<file path="src/rtl/telemetre_us_multi.sv">
`default_nettype none
// ============================================================================
// Module  : telemetre_us_multi
// Brief   : Round-robin N-channel ultrasonic rangefinder, distance in cm.
//           Define TELEMETRE_AVG_EN to publish a 4-sample running average.
// Rev     : 1.0
// ============================================================================
module telemetre_us_multi #(
    parameter int CLK_FREQ_HZ = 50_000_000,
    parameter int N_CH        = 4,
    parameter int DIST_W      = 10,
    parameter int MAX_CM      = 400,
    parameter int TRIG_US     = 10,
    parameter int RISE_TO_US  = 30000,
    parameter int GAP_US      = 60000,
    localparam int c_CH_W     = (N_CH > 1) ? $clog2(N_CH) : 1
) (
    input  logic                     clk,
    input  logic                     reset_n,
    input  logic                     enable,
    input  logic [N_CH-1:0]          echo,
    output logic [N_CH-1:0]          trig,
    output logic [N_CH*DIST_W-1:0]   dist_cm,
    output logic [N_CH-1:0]          valid,
    output logic [N_CH-1:0]          timeout,
    output logic                     busy,
    output logic [c_CH_W-1:0]        ch_idx
);

    localparam longint c_TRIG_CYC = longint'(TRIG_US)    * CLK_FREQ_HZ / 1_000_000;
    localparam longint c_CM_CYC   = longint'(58)         * CLK_FREQ_HZ / 1_000_000;
    localparam longint c_RISE_CYC = longint'(RISE_TO_US) * CLK_FREQ_HZ / 1_000_000;
    localparam longint c_GAP_CYC  = longint'(GAP_US)     * CLK_FREQ_HZ / 1_000_000;
    localparam longint c_CNT_MAX  = (c_TRIG_CYC > c_RISE_CYC)
                                    ? ((c_TRIG_CYC > c_GAP_CYC) ? c_TRIG_CYC : c_GAP_CYC)
                                    : ((c_RISE_CYC > c_GAP_CYC) ? c_RISE_CYC : c_GAP_CYC);
    localparam int     c_CNT_W    = $clog2(c_CNT_MAX + 1);
    localparam int     c_PS_W     = (c_CM_CYC > 1) ? $clog2(c_CM_CYC) : 1;

    localparam logic [c_CNT_W-1:0] c_TRIG_LAST = c_CNT_W'(c_TRIG_CYC - 1);
    localparam logic [c_CNT_W-1:0] c_RISE_LAST = c_CNT_W'(c_RISE_CYC - 1);
    localparam logic [c_CNT_W-1:0] c_GAP_LAST  = c_CNT_W'(c_GAP_CYC - 1);
    localparam logic [c_PS_W-1:0]  c_PS_LAST   = c_PS_W'(c_CM_CYC - 1);
    // The rising-edge cycle is itself a high cycle, so measurement starts one count in.
    localparam logic [c_PS_W-1:0]  c_PS_INIT   = (c_CM_CYC > 1) ? c_PS_W'(1) : c_PS_W'(0);
    localparam logic [DIST_W-1:0]  c_CM_INIT   = (c_CM_CYC > 1) ? DIST_W'(0) : DIST_W'(1);
    localparam logic [DIST_W-1:0]  c_MAX       = DIST_W'(MAX_CM);
    localparam logic [c_CH_W-1:0]  c_CH_LAST   = c_CH_W'(N_CH - 1);

    typedef enum logic [2:0] {
        S_IDLE      = 3'd0,
        S_TRIG      = 3'd1,
        S_WAIT_RISE = 3'd2,
        S_MEASURE   = 3'd3,
        S_GAP       = 3'd4
    } state_t;

    state_t              r_state;
    logic [N_CH-1:0]     r_echo_s1, r_echo_s2, r_echo_d;
    logic [c_CNT_W-1:0]  r_cnt;
    logic [c_PS_W-1:0]   r_presc;
    logic [DIST_W-1:0]   r_cm;
    logic [c_CH_W-1:0]   r_ch;
    logic [N_CH-1:0]     r_trig;
    logic                r_pend, r_pend_to;
    logic [DIST_W-1:0]   r_pend_cm;
    logic [c_CH_W-1:0]   r_pend_ch;
    logic [DIST_W-1:0]   r_dist [N_CH];
    logic [N_CH-1:0]     r_valid, r_timeout;

    logic                w_echo_cur, w_rise, w_fall;
    logic [c_CH_W-1:0]   w_ch_next;
    logic [DIST_W-1:0]   w_pub;

    assign w_echo_cur = r_echo_s2[r_ch];
    assign w_rise     = w_echo_cur & ~r_echo_d[r_ch];
    assign w_fall     = ~w_echo_cur & r_echo_d[r_ch];
    assign w_ch_next  = (r_ch == c_CH_LAST) ? '0 : r_ch + 1'b1;

    always_ff @(posedge clk or negedge reset_n) begin
        if (!reset_n) begin
            r_echo_s1 <= '0;
            r_echo_s2 <= '0;
            r_echo_d  <= '0;
        end else begin
            r_echo_s1 <= echo;
            r_echo_s2 <= r_echo_s1;
            r_echo_d  <= r_echo_s2;
        end
    end

    always_ff @(posedge clk or negedge reset_n) begin
        if (!reset_n) begin
            r_state   <= S_IDLE;
            r_cnt     <= '0;
            r_presc   <= '0;
            r_cm      <= '0;
            r_ch      <= '0;
            r_trig    <= '0;
            r_pend    <= 1'b0;
            r_pend_to <= 1'b0;
            r_pend_cm <= '0;
            r_pend_ch <= '0;
        end else begin
            r_pend <= 1'b0;
            case (r_state)
                S_IDLE: begin
                    if (enable) begin
                        r_state <= S_TRIG;
                        r_trig  <= N_CH'(1) << r_ch;
                        r_cnt   <= '0;
                    end
                end
                S_TRIG: begin
                    if (r_cnt == c_TRIG_LAST) begin
                        r_trig  <= '0;
                        r_cnt   <= '0;
                        r_state <= S_WAIT_RISE;
                    end else begin
                        r_cnt <= r_cnt + 1'b1;
                    end
                end
                S_WAIT_RISE: begin
                    if (w_rise) begin
                        r_presc <= c_PS_INIT;
                        r_cm    <= c_CM_INIT;
                        r_state <= S_MEASURE;
                    end else if (r_cnt == c_RISE_LAST) begin
                        r_pend    <= 1'b1;
                        r_pend_to <= 1'b1;
                        r_pend_cm <= c_MAX;
                        r_pend_ch <= r_ch;
                        r_cnt     <= '0;
                        r_state   <= S_GAP;
                    end else begin
                        r_cnt <= r_cnt + 1'b1;
                    end
                end
                S_MEASURE: begin
                    // Saturation wins over a simultaneous falling edge.
                    if (r_cm == c_MAX || w_fall) begin
                        r_pend    <= 1'b1;
                        r_pend_to <= (r_cm == c_MAX);
                        r_pend_cm <= r_cm;
                        r_pend_ch <= r_ch;
                        r_cnt     <= '0;
                        r_state   <= S_GAP;
                    end else if (r_presc == c_PS_LAST) begin
                        r_presc <= '0;
                        r_cm    <= r_cm + 1'b1;
                    end else begin
                        r_presc <= r_presc + 1'b1;
                    end
                end
                S_GAP: begin
                    if (r_cnt == c_GAP_LAST) begin
                        r_cnt <= '0;
                        r_ch  <= w_ch_next;
                        if (enable) begin
                            r_state <= S_TRIG;
                            r_trig  <= N_CH'(1) << w_ch_next;
                        end else begin
                            r_state <= S_IDLE;
                        end
                    end else begin
                        r_cnt <= r_cnt + 1'b1;
                    end
                end
                default: begin
                    r_state <= S_IDLE;
                    r_trig  <= '0;
                end
            endcase
        end
    end

`ifdef TELEMETRE_AVG_EN
    // Three previous samples per channel; with the new one they form the 4-sample window.
    logic [DIST_W-1:0]   r_hist [N_CH][3];
    logic [1:0]          r_hcnt [N_CH];
    logic [DIST_W+1:0]   w_sum, w_avg;
    logic [1:0]          w_hn;

    always_comb begin
        w_hn  = r_hcnt[r_pend_ch];
        w_sum = {2'b00, r_pend_cm};
        for (int i = 0; i < 3; i++) begin
            if (2'(i) < w_hn) begin
                w_sum = w_sum + {2'b00, r_hist[r_pend_ch][i]};
            end
        end
        case (w_hn)
            2'd0:    w_avg = w_sum;
            2'd1:    w_avg = (w_sum + (DIST_W+2)'(1)) >> 1;
            2'd2:    w_avg = (w_sum + (DIST_W+2)'(1)) / (DIST_W+2)'(3);
            default: w_avg = (w_sum + (DIST_W+2)'(2)) >> 2;
        endcase
        w_pub = w_avg[DIST_W-1:0];
    end

    always_ff @(posedge clk or negedge reset_n) begin
        if (!reset_n) begin
            for (int c = 0; c < N_CH; c++) begin
                r_hcnt[c] <= '0;
                for (int i = 0; i < 3; i++) begin
                    r_hist[c][i] <= '0;
                end
            end
        end else if (r_pend && !r_pend_to) begin
            r_hist[r_pend_ch][2] <= r_hist[r_pend_ch][1];
            r_hist[r_pend_ch][1] <= r_hist[r_pend_ch][0];
            r_hist[r_pend_ch][0] <= r_pend_cm;
            if (r_hcnt[r_pend_ch] != 2'd3) begin
                r_hcnt[r_pend_ch] <= r_hcnt[r_pend_ch] + 2'd1;
            end
        end
    end
`else
    assign w_pub = r_pend_cm;
`endif

    always_ff @(posedge clk or negedge reset_n) begin
        if (!reset_n) begin
            r_valid   <= '0;
            r_timeout <= '0;
            for (int c = 0; c < N_CH; c++) begin
                r_dist[c] <= '0;
            end
        end else begin
            r_valid <= '0;
            if (r_pend) begin
                r_valid[r_pend_ch]   <= 1'b1;
                r_timeout[r_pend_ch] <= r_pend_to;
                r_dist[r_pend_ch]    <= r_pend_to ? c_MAX : w_pub;
            end
        end
    end

    for (genvar g = 0; g < N_CH; g++) begin : g_dist
        assign dist_cm[g*DIST_W +: DIST_W] = r_dist[g];
    end

    assign trig    = r_trig;
    assign valid   = r_valid;
    assign timeout = r_timeout;
    assign busy    = (r_state != S_IDLE);
    assign ch_idx  = r_ch;

endmodule
`default_nettype wire

</file>
<file path="config.mk">
export PLATFORM = sky130hd
export DESIGN_NAME = telemetre_us_multi
export DESIGN_NICKNAME = d
export VERILOG_FILES = /design/src/rtl/telemetre_us_multi.sv
export SDC_FILE = /design/constraint.sdc
export NUM_CORES = 1
export LEC_CHECK = 0
export CORE_MARGIN = 2
export CORE_UTILIZATION = 51
export CTS_BUF_LIST = sky130_fd_sc_hd__clkbuf_16
export DETAILED_ROUTE_END_ITERATION = 7
export MAX_ROUTING_LAYER = met4
export PLACE_DENSITY = 0.73
export SLEW_MARGIN = 0
export SYNTH_ARGS = -nofsm -noshare
export SYNTH_HDL_FRONTEND = slang
export SYNTH_SLANG_ARGS = --single-unit
</file>
<file path="constraint.sdc">
create_clock -name clk -period 2 [get_ports clk]
set_input_delay 0.2 -clock clk [delete_from_list [all_inputs] [get_ports clk]]
set_output_delay 0.2 -clock clk [all_outputs]
set_load 0.005 [all_outputs]
</file>
==> Word level (Yosys, flattened, before mapping) <==
Index checks and enable logic that the tools add are counted.
{ "totals": {"reg_bits": 127, "inputBits": 7, "wordCells": 129} }
{ "classes": {"eq_ne": 21, "n_lt_le_gt_ge": 5, "reduce_logical": 15, "muxes": 57, "bitwise_logic": 6, "shift": 2, "add_sub_neg": 4} }
{ "op_table": {"columns": ["op", "count"], "rows": [
  ["22-bit 2-to-1 mux", 6],
  ["22-bit case mux with 5 select lines", 1],
  ["10-bit 2-to-1 mux", 8],
  ["40-bit bitwise mux", 1],
  ["10-bit case mux with 2 select lines", 2],
  ["12-bit 2-to-1 mux", 3],
  ["12-bit case mux with 2 select lines", 1],
  ["22-bit by 1-bit adder with 22-bit output (second input constant)", 1],
  ["22-bit by 21-bit == test with 1-bit output (second input constant)", 1],
  ["22-bit == test (second input constant)", 1],
  ["22-bit by 9-bit == test with 1-bit output (second input constant)", 1],
  ["10-bit demux with 2-bit select", 1],
  ["4-bit 2-to-1 mux", 5],
  ["2-bit != test (second input constant)", 10],
  ["3-bit 2-to-1 mux", 6],
  ["4-bit case mux with 4 select lines", 1],
  ["3-bit case mux with 5 select lines", 1],
  ["12-bit by 1-bit adder with 12-bit output (second input constant)", 1],
  ["12-bit == test (second input constant)", 1],
  ["4-bit AND reduction", 3],
  ["10-bit by 1-bit adder with 10-bit output (second input constant)", 1],
  ["10-bit by 9-bit == test with 1-bit output (second input constant)", 1],
  ["1-bit 2-to-1 mux", 10],
  ["5-bit AND reduction", 2],
  ["29 further kinds", 41]
]} }

==> Longest topological paths before layout <==
Gate-level depths: netlist (run 1).
{ "depth": {"depth_word": 7, "mapped_depth": 11, "depth_no_buf": 8} }

==> Worst setup path after synthesis (run 1) <==
No wires, ideal clock.
{ "synth_timing": {"path_kind": "register -> register", "from": "register r_ch[0], in the netlist ch_idx[0]", "to": "register r_cnt[10]", "n_path_buf": 4, "stages_incl_launch_ff": 11, "required_time_ps": 1879, "synth_period_minus_slack_ps": 2261, "slack_ps": -261, "arrival_time_ps": 2140, "path_cell_list": "dfrtp_1 > buf_6 > mux4_2 > nand2b_4 > and2_1 > buf_6 > nor2_1 > and2_1 > buf_2 > buf_2 > nor2_1"} }
{ "synth_via": {"elab_chain_cells": 7, "elab_cells_between_ends": 12} }
{ "synth_lines": {"columns": ["element", "line_no", "source"], "rows": [
  ["start, declared", "63", "logic [c_CH_W-1:0] r_ch;"],
  ["start signal, assigned", "158", "r_ch <= w_ch_next;"],
  ["1-bit binary-select mux with 2-bit select", "75", "assign w_echo_cur = r_echo_s2[r_ch];"],
  ["1-bit 2-to-1 mux (not written as such)", "75", null],
  ["1-bit inverter", "77", "assign w_fall = ~w_echo_cur & r_echo_d[r_ch];"],
  ["1-bit bitwise AND", "77", null],
  ["1-bit logical OR", "141", "if (r_cm == c_MAX || w_fall) begin"],
  ["2-bit != test (no source line)", null, null],
  ["4-bit AND reduction (no source line) *", null, null],
  ["end signal, assigned", "120", "r_cnt <= r_cnt + 1'b1;"],
  ["end signal, assigned", "136", "r_cnt <= r_cnt + 1'b1;"],
  ["end signal, assigned", "166", "r_cnt <= r_cnt + 1'b1;"],
  ["end, declared", "60", "logic [c_CNT_W-1:0] r_cnt;"]
]} }
Every way passes the cells marked *; elsewhere a longest branch is shown, timed or not. The select of a mux whose other input is x is not followed.
A chain may end at the register's enable or synchronous reset.

==> Worst setup path in the final report (run 1) <==
{ "layout_timing": {"from": "register r_cm[7]", "to": "register r_cnt[17]"} }
{ "layout_via": {"elab_chain_cells": 4} }
{ "layout_lines": {"columns": ["element", "line_no", "source"], "rows": [
  ["start, declared", "62", "logic [DIST_W-1:0] r_cm;"],
  ["start signal, assigned", "126", "r_cm <= c_CM_INIT;"],
  ["start signal, assigned", "150", "r_cm <= r_cm + 1'b1;"],
  ["10-bit by 9-bit == test with 1-bit output", "141", null],
  ["1-bit logical OR", "141", null],
  ["2-bit != test (no source line)", null, null],
  ["4-bit AND reduction (no source line)", null, null]
]} }
Every way passes these cells.

==> summary.log, run 1 <==
[clocking] CTS H-tree lvls 4
[sta] Total Negative Setup Slacks -17,160 ps
[sta] setup repair after global routing missed its margin yes
[yosys] sequential element share of the synthesized area 0.559
[layout] final net count 776
[routing] Initial DRT Pass Iterations 8
[critical_path] largest incremental delay on the critical path 690 ps
[yosys] Distinct cells, synth 48
[clocking] CTS tree built
[yosys] share of async-settable or async-resettable flops after synthesis 1.00
[placement] PortBufs 61
[yosys] synthesized area 5690 um2
[critical_path] R2R setup slack -410 ps
[power] worst ir drop on vdd 702 uV
[clocking] Clock Path Buffers 2
[power] static power due to leakage 4.00 nW
[global_route] global-route wire length before repair 29.4 mm
[routing] drt first-iter violations 526
[yosys] primary flip-flop cell chosen by synthesis mapping sky130_fd_sc_hd__dfrtp_1
[sta] worst slew margin relative to its limit 0.465
[yosys] count of flip-flops with a built-in enable after synthesis 0
[sta] hold violation total from the final report 0
[outcome] failing checks setup timing
[sta] Hold WS 197 ps
[sta] timing-limited maximum frequency 416 MHz
[clocking] Clock Sink Count 127
[clocking] cts bufs inserted 17
[clocking] Root Driver sky130_fd_sc_hd__clkbuf_16
[placement] gpl congestion 0.835
[min_path] worst hold path type primary input to flip-flop
[floorplan] I/O pins 62
[routing] routed wirelength normalized by instance count 22.4 um
[sta] number of slew-limit violations in the final report 0
[power] clock network power share 0.354
[power] share of power burned in registers 0.303
[global_route] aggregate global routing overflow 0
[floorplan] Initial Util 0.525
[floorplan] vertical extent of the die 110 um
[power] combinational group share of total power 0.343
[sta] Post-Route Skew 12.3 ps
[layout] synthesis-to-finish area growth 58.5%
[floorplan] die area 12,000 um2
[critical_path] Critical Path Most Common Cell sky130_fd_sc_hd__and2_4
[floorplan] FP Rows 38
[yosys] number of nets produced by synthesis 579
[sta] setup ws final -407 ps
[layout] post-layout util 0.832
[global_route] combined global-route utilization of all metal layers 0.335
[layout] layout cells sized above 1 0.377
[critical_path] critical-path cell with the highest stage delay sky130_fd_sc_hd__nor3b_1
[clocking] clock transition at the registers of the reported paths 70 ps
[routing] overall via count from detail_route 5,741
[routing] Total Routed Length 20.5 mm
[outcome] run status finished with violations
[power] ratio of total power to cell area 1080 nW/um2
[power] Switching Fraction 0.339
[global_route] vias in the first global route 5,718
[run] max-capacitance violation count 0
[sta] slew at the pin with the worst max-slew slack 801 ps
[power] internal cell power 6.45 mW
[critical_path] required time at the worst-slack endpoint 2320 ps
[floorplan] core footprint 10,800 um2
[yosys] Synth Register Bits 127
[sta] final cycle utilization of the critical path 1.20
[yosys] synthesized area per cell 10.0 um2
[global_route] pin count of the biggest net entering global routing 45
[sta] Setup-failing EPs final 65
[routing] number of routed nets with antenna violations 0
[critical_path] maximum fanout count along the critical path 8
[routing] DRC violations left 0
[critical_path] Critical Path Sink Type flip-flop
[critical_path] data arrival time of the worst path 2720 ps
[placement] final HPWL from detailed placement 10.2 mm
[global_route] number of antenna violations at the first check in global routing 0
[sta] shortest period the worst path allows 2410 ps
[clocking] source-to-sink clock delay at the later pin of the worst-skew pair 440 ps
[layout] Diodes inserted 0
[critical_path] path type of the worst setup path flip-flop to flip-flop
[yosys] synthesis warning total 0
[floorplan] Die Wd 110 um
[power] NetSw 3.31 mW
[critical_path] worst-path cell chain nor3b_1 > a31oi_2 > and2_4 > buf_6 > nor2_4 > and2_4 > nor2_2
[routing] routed vias/inst 6.26
[power] total power 9.75 mW
[critical_path] critical path launch point type flip-flop
[yosys] gate count after technology mapping 567
==> layout by cell type, fill, tap and decap left out, drive strengths merged, types with 10 or more instances in the layout <==
cell,netlist,layout
and3,10,10
buf,13,143
clkbuf,15,17
clkdlybuf4s50,0,59
dfrtp,127,127
inv,10,13
nand2,90,90
nand2b,10,10
nand3,20,20
nand4,13,13
nor2,49,49
nor3,14,14
nor4,15,15
o21ai,66,67
xnor2,20,20
==> cell type report <==
class,instances,area [um2]
clock buffer,17,425
fill,524,1820
multi-input combinational,404,3120
sequential,127,3180
tap,140,175
clock inverter,15,218
inverter,10,37.5
timing repair buffer,204,1860
==> critical path, delay by kind of cell, from the launching register on <==
kind | cells | cell delay, ps
AND/OR/NAND/NOR | 5 | 1510
flip-flops | 1 | 440
buffers and inverters | 1 | 140
AO/OA/AOI/OAI | 1 | 200
==> synthesized netlist by cell type, types with 8 or more instances <==
master	instances	area (um2)
sky130_fd_sc_hd__inv_1	10	37.5
sky130_fd_sc_hd__o21ai_0	65	325
sky130_fd_sc_hd__a21oi_1	8	40.0
sky130_fd_sc_hd__nor3_1	14	70.1
sky130_fd_sc_hd__nor2_1	47	176
sky130_fd_sc_hd__mux2_2	8	90.1
sky130_fd_sc_hd__dfrtp_1	127	3180
sky130_fd_sc_hd__nand2b_1	9	56.3
sky130_fd_sc_hd__and3_1	10	62.6
sky130_fd_sc_hd__nand3_1	20	100
sky130_fd_sc_hd__nand4_1	13	81.3
sky130_fd_sc_hd__nand2_1	90	338
sky130_fd_sc_hd__clkbuf_1	15	56.3
sky130_fd_sc_hd__xnor2_1	20	175
sky130_fd_sc_hd__nor4_1	15	93.8
==> sequential cells by signal, summed over array words and instances (netlist names), 3 cells and up <==
signal     cells
r_cm          10
r_echo_s2      4
valid          4
r_echo_d       4
trig           4
r_state        3
r_pend_cm     10
r_presc       12
r_cnt         22
timeout        4
dist_cm       40
r_echo_s1      4
==> worst paths after layout <==
path,startpoint,endpoint,cells after the start
min reg2reg,r_echo_s1[3],r_echo_s2[3],0
min in group asynchronous,reset_n,timeout[2],2
max reg2reg,r_cm[7],r_cnt[17],7
min,echo[0],r_echo_s1[0],1
max,r_cm[7],r_cnt[17],7
max in group asynchronous,reset_n,r_cnt[15],3
==> metal layers <==
layer  track usage  share of wire  vias up
met4         0.156          0.058        0
met1         0.372           0.35     2879
met2         0.582           0.52      360
li1              -              -     2389
met5             -              0        -
met3        0.0646          0.074      113
==> stage by stage <==
stage	std cells	area, um2	setup slack [ps]
5_1_grt	917	9020	-495
4_1_cts	905	8710	-223
2_1_floorplan	567	5880	-190
6_report	917	9020	-407
3_3_place_gp	845	7360	-224
3_5_place_dp	845	7360	-331
==> timing repair <==
item,CTS,global route
endpoints found under the hold margin,40,0
endpoints found under the setup margin,68,67
buffers inserted,25,15
hold buffers,1,0
cloned,3,0
pin swaps,77,38
gates resized for setup,118,55
==> cells by family after synthesis <==
kind of cell	synth area share
muxes	0.0238
and+or+nand+nor	0.234
AOI/OAI and AO/OA	0.0987
buffers and inverters	0.0319
DFF	0.559
adders and majority gates	0.0110
xor gates and xnor gates	0.0416
==> power by group through the flow <==
stage	Combinational (mW)	Clock, mW	Sequential [mW]
6_report	3.35	3.45	2.95
3_5_place_dp	2.18	0	2.94
2_1_floorplan	1.26	0	2.89
4_1_cts	2.80	3.42	2.91
3_3_place_gp	2.11	0	2.93
5_1_grt	3.48	3.57	2.97
Note: power is estimated with default switching activity, not from simulation.
==> run 2: changes to the inputs <==
Settings changed: SLEW_MARGIN 0 to 30.
==> results of run 2 <==
Same layout as run 1: the final DEF is identical, and so are final timing and power.
==> run 3: changes to the inputs <==
Settings changed: CTS_BUF_LIST sky130_fd_sc_hd__clkbuf_16 to unset, CTS_CLUSTER_SIZE set to 12.
==> summary.log, run 3 (synthesis gave the netlist of run 1 again) <==
[layout] Diodes inserted 0 [unchanged]
[critical_path] Critical Path Sink Type flip-flop
[critical_path] count of buffering cells on the critical path with inverters included 3 [+2]
[clocking] CTS H-tree lvls 4 [unchanged]
[clocking] Clock Path Buffers 2 [unchanged]
[power] ratio of total power to cell area 1090 nW/um2 [+1.0%]
[global_route] pin count of the biggest net entering global routing 45 [unchanged]
[critical_path] Crit path max-delay family multiplexers
[placement] final HPWL from detailed placement 10.2 mm [unchanged]
[routing] met2 wire length 10.3 mm [-4.1%]
[critical_path] largest incremental delay on the critical path 580 ps [-110 ps]
[routing] Total Routed Length 20.5 mm [+0.18%]
[critical_path] required time at the worst-slack endpoint 2410 ps [+90 ps]
[layout] top library cells by usage in the layout, fill and taps aside sky130_fd_sc_hd__dfrtp_1 (125), sky130_fd_sc_hd__buf_4 (109), sky130_fd_sc_hd__nand2_1 (82)
[layout] Largest register FFs 40 [unchanged]
[floorplan] core footprint 10,800 um2 [unchanged]
[sta] Hold WS 81.0 ps [-116 ps]
[global_route] combined global-route utilization of all metal layers 0.356 [+0.0206]
[clocking] Clock Sink Count 127 [unchanged]
[global_route] vias in the first global route 5,826 [+1.9%]
[routing] Initial DRT Pass Iterations 5 [-3]
[placement] pre-CTS setup slack -331 ps [unchanged]
[routing] number of routed nets with antenna violations 0 [unchanged]
[global_route] global-route wire length before repair 30.7 mm [+4.3%]
[clocking] clock transition at the registers of the reported paths 70 ps [about the same]
[sta] Setup-failing EPs final 66 [+1.5%]
[power] total power 9.71 mW [-0.46%]
[global_route] aggregate global routing overflow 0 [unchanged]
[critical_path] critical-path cell with the highest stage delay sky130_fd_sc_hd__mux4_2
[clocking] source-to-sink clock delay at the later pin of the worst-skew pair 550 ps [+110 ps]
[outcome] failing checks setup timing
[sta] number of slew-limit violations in the final report 0 [unchanged]
[sta] Total Negative Setup Slacks -18,740 ps [-1580 ps]
[placement] post-placement cell area 7360 um2 [unchanged]
[sta] hold violation total from the final report 0 [unchanged]
[routing] overall via count from detail_route 5,681 [-1.0%]
[sta] timing-limited maximum frequency 419 MHz [+0.77%]
[floorplan] Die Wd 110 um [unchanged]
[placement] Placed Cells incl. Taps 845 [unchanged]
[sta] shortest period the worst path allows 2390 ps [-18.4 ps]
[floorplan] vertical extent of the die 110 um [unchanged]
[critical_path] data arrival time of the worst path 2800 ps [+80 ps]
[sta] slew at the pin with the worst max-slew slack 605 ps [-197 ps]
[routing] drt first-iter violations 492 [-6.5%]
[routing] routed wirelength normalized by instance count 22.5 um [+0.61%]
[routing] top layer reached by signal wires met4
[min_path] worst hold path type primary input to flip-flop
[outcome] run status finished with violations
[critical_path] critical path launch point type flip-flop
[layout] commonest non-fill, non-tap cell in the layout sky130_fd_sc_hd__dfrtp_1
[layout] layout cells sized above 1 0.357 [-0.0200]
[sta] worst slew margin relative to its limit 0.597 [+0.132]
[placement] gpl congestion 0.835 [unchanged]
[critical_path] worst-path cell chain mux4_2 > nor2b_4 > buf_6 > buf_4 > buf_4 > a21oi_1 > nor2_1 > a21oi_1 > a221oi_4
[layout] final net count 772 [-0.52%]
[clocking] cts bufs inserted 17 [unchanged]
[power] static power due to leakage 3.96 nW [-1.0%]
[routing] detailed-routed wire length on met3 1.52 mm [about the same]
[clocking] Root Driver sky130_fd_sc_hd__clkbuf_8
[floorplan] I/O pins 62 [unchanged]
[layout] Finished Cell Area 8880 um2 [-1.5%]
[floorplan] Initial Util 0.525 [unchanged]
[sta] final cycle utilization of the critical path 1.19 [-0.00918]
[power] worst ir drop on vdd 777 uV [+11%]
[routing] met1 wire length 7.21 mm [+1.6%]
[critical_path] path type of the worst setup path flip-flop to flip-flop
[clocking] CTS tree built
[sta] Post-Route Skew 9.12 ps [-3.13 ps]
[floorplan] FP Rows 38 [unchanged]
[sta] setup repair after global routing missed its margin yes
[floorplan] die area 12,000 um2 [unchanged]
[layout] synthesis-to-finish area growth 56.2%
[routing] DRC violations left 0 [unchanged]
[critical_path] maximum fanout count along the critical path 3 [-5]
[run] max-capacitance violation count 0 [unchanged]
[placement] PortBufs 61 [unchanged]
[layout] post-layout util 0.820 [-0.0121]
[routing] routed vias/inst 6.22 [-0.61%]
[sta] setup ws final -388 ps [+18.4 ps]
[global_route] number of antenna violations at the first check in global routing 0 [unchanged]
[layout] number of standard cells in the final layout excluding fillers 913 [-0.44%]
## run 3: cell count changes in the layout (fill, tap and decap cells not counted), sizes merged
cell           before  now
buf               143  139
clkbuf             17   19
clkdlybuf4s50      59   58
clkinv              5    4
dlymetal6s2s        0    1
inv                13   12
## run 3: per-layer routing
layer,vias up,GRT usage
met5,-,-
met1,2801,0.379
met4,0,0.232
li1,2367,-
met2,366,0.594
met3,147,0.0812
## run 3: path summary, 6_finish.rpt
path / depth (start not counted) / slack [ps] / startpoint / to
worst min-delay path: 1 / 80 / echo[0] / r_echo_s1[0]
max in group asynchronous: 3 / 1130 / reset_n / r_presc[4]
worst max-delay path: 9 / -390 / ch_idx[0] / r_state[0]
worst max register to register: 9 / -390 / ch_idx[0] / r_state[0]
worst min register to register: 0 / 350 / r_echo_s1[3] / r_echo_s2[3]
min in group asynchronous: 2 / 190 / reset_n / timeout[2]
## run 3: where the power goes
| part | switching [mW] | internal (mW) | total [mW] |
|---|---|---|---|
| clock | 1.22 | 2.19 | 3.41 |
| sequential | 0.169 | 2.75 | 2.92 |
| combinational | 1.91 | 1.47 | 3.38 |
| total | 3.30 | 6.41 | 9.71 |
## run 3: layout make-up
class	instances	area, um2
sequential	127	3180
tap	140	175
inverter	10	37.5
timing repair buffer	200	1840
clock inverter	13	210
fill	575	1960
multi-input combinational	404	3010
clock buffer	19	432
## run 3: what timing repair did
action | 4_1_cts | 5_1_grt
hold buffers | 1 | 0
hold endpoints to repair | 40 | 0
cloned | 3 | 0
pin swaps | 67 | 22
setup endpoints to repair | 68 | 68
setup buffers | 27 | 7
resized for setup | 101 | 46
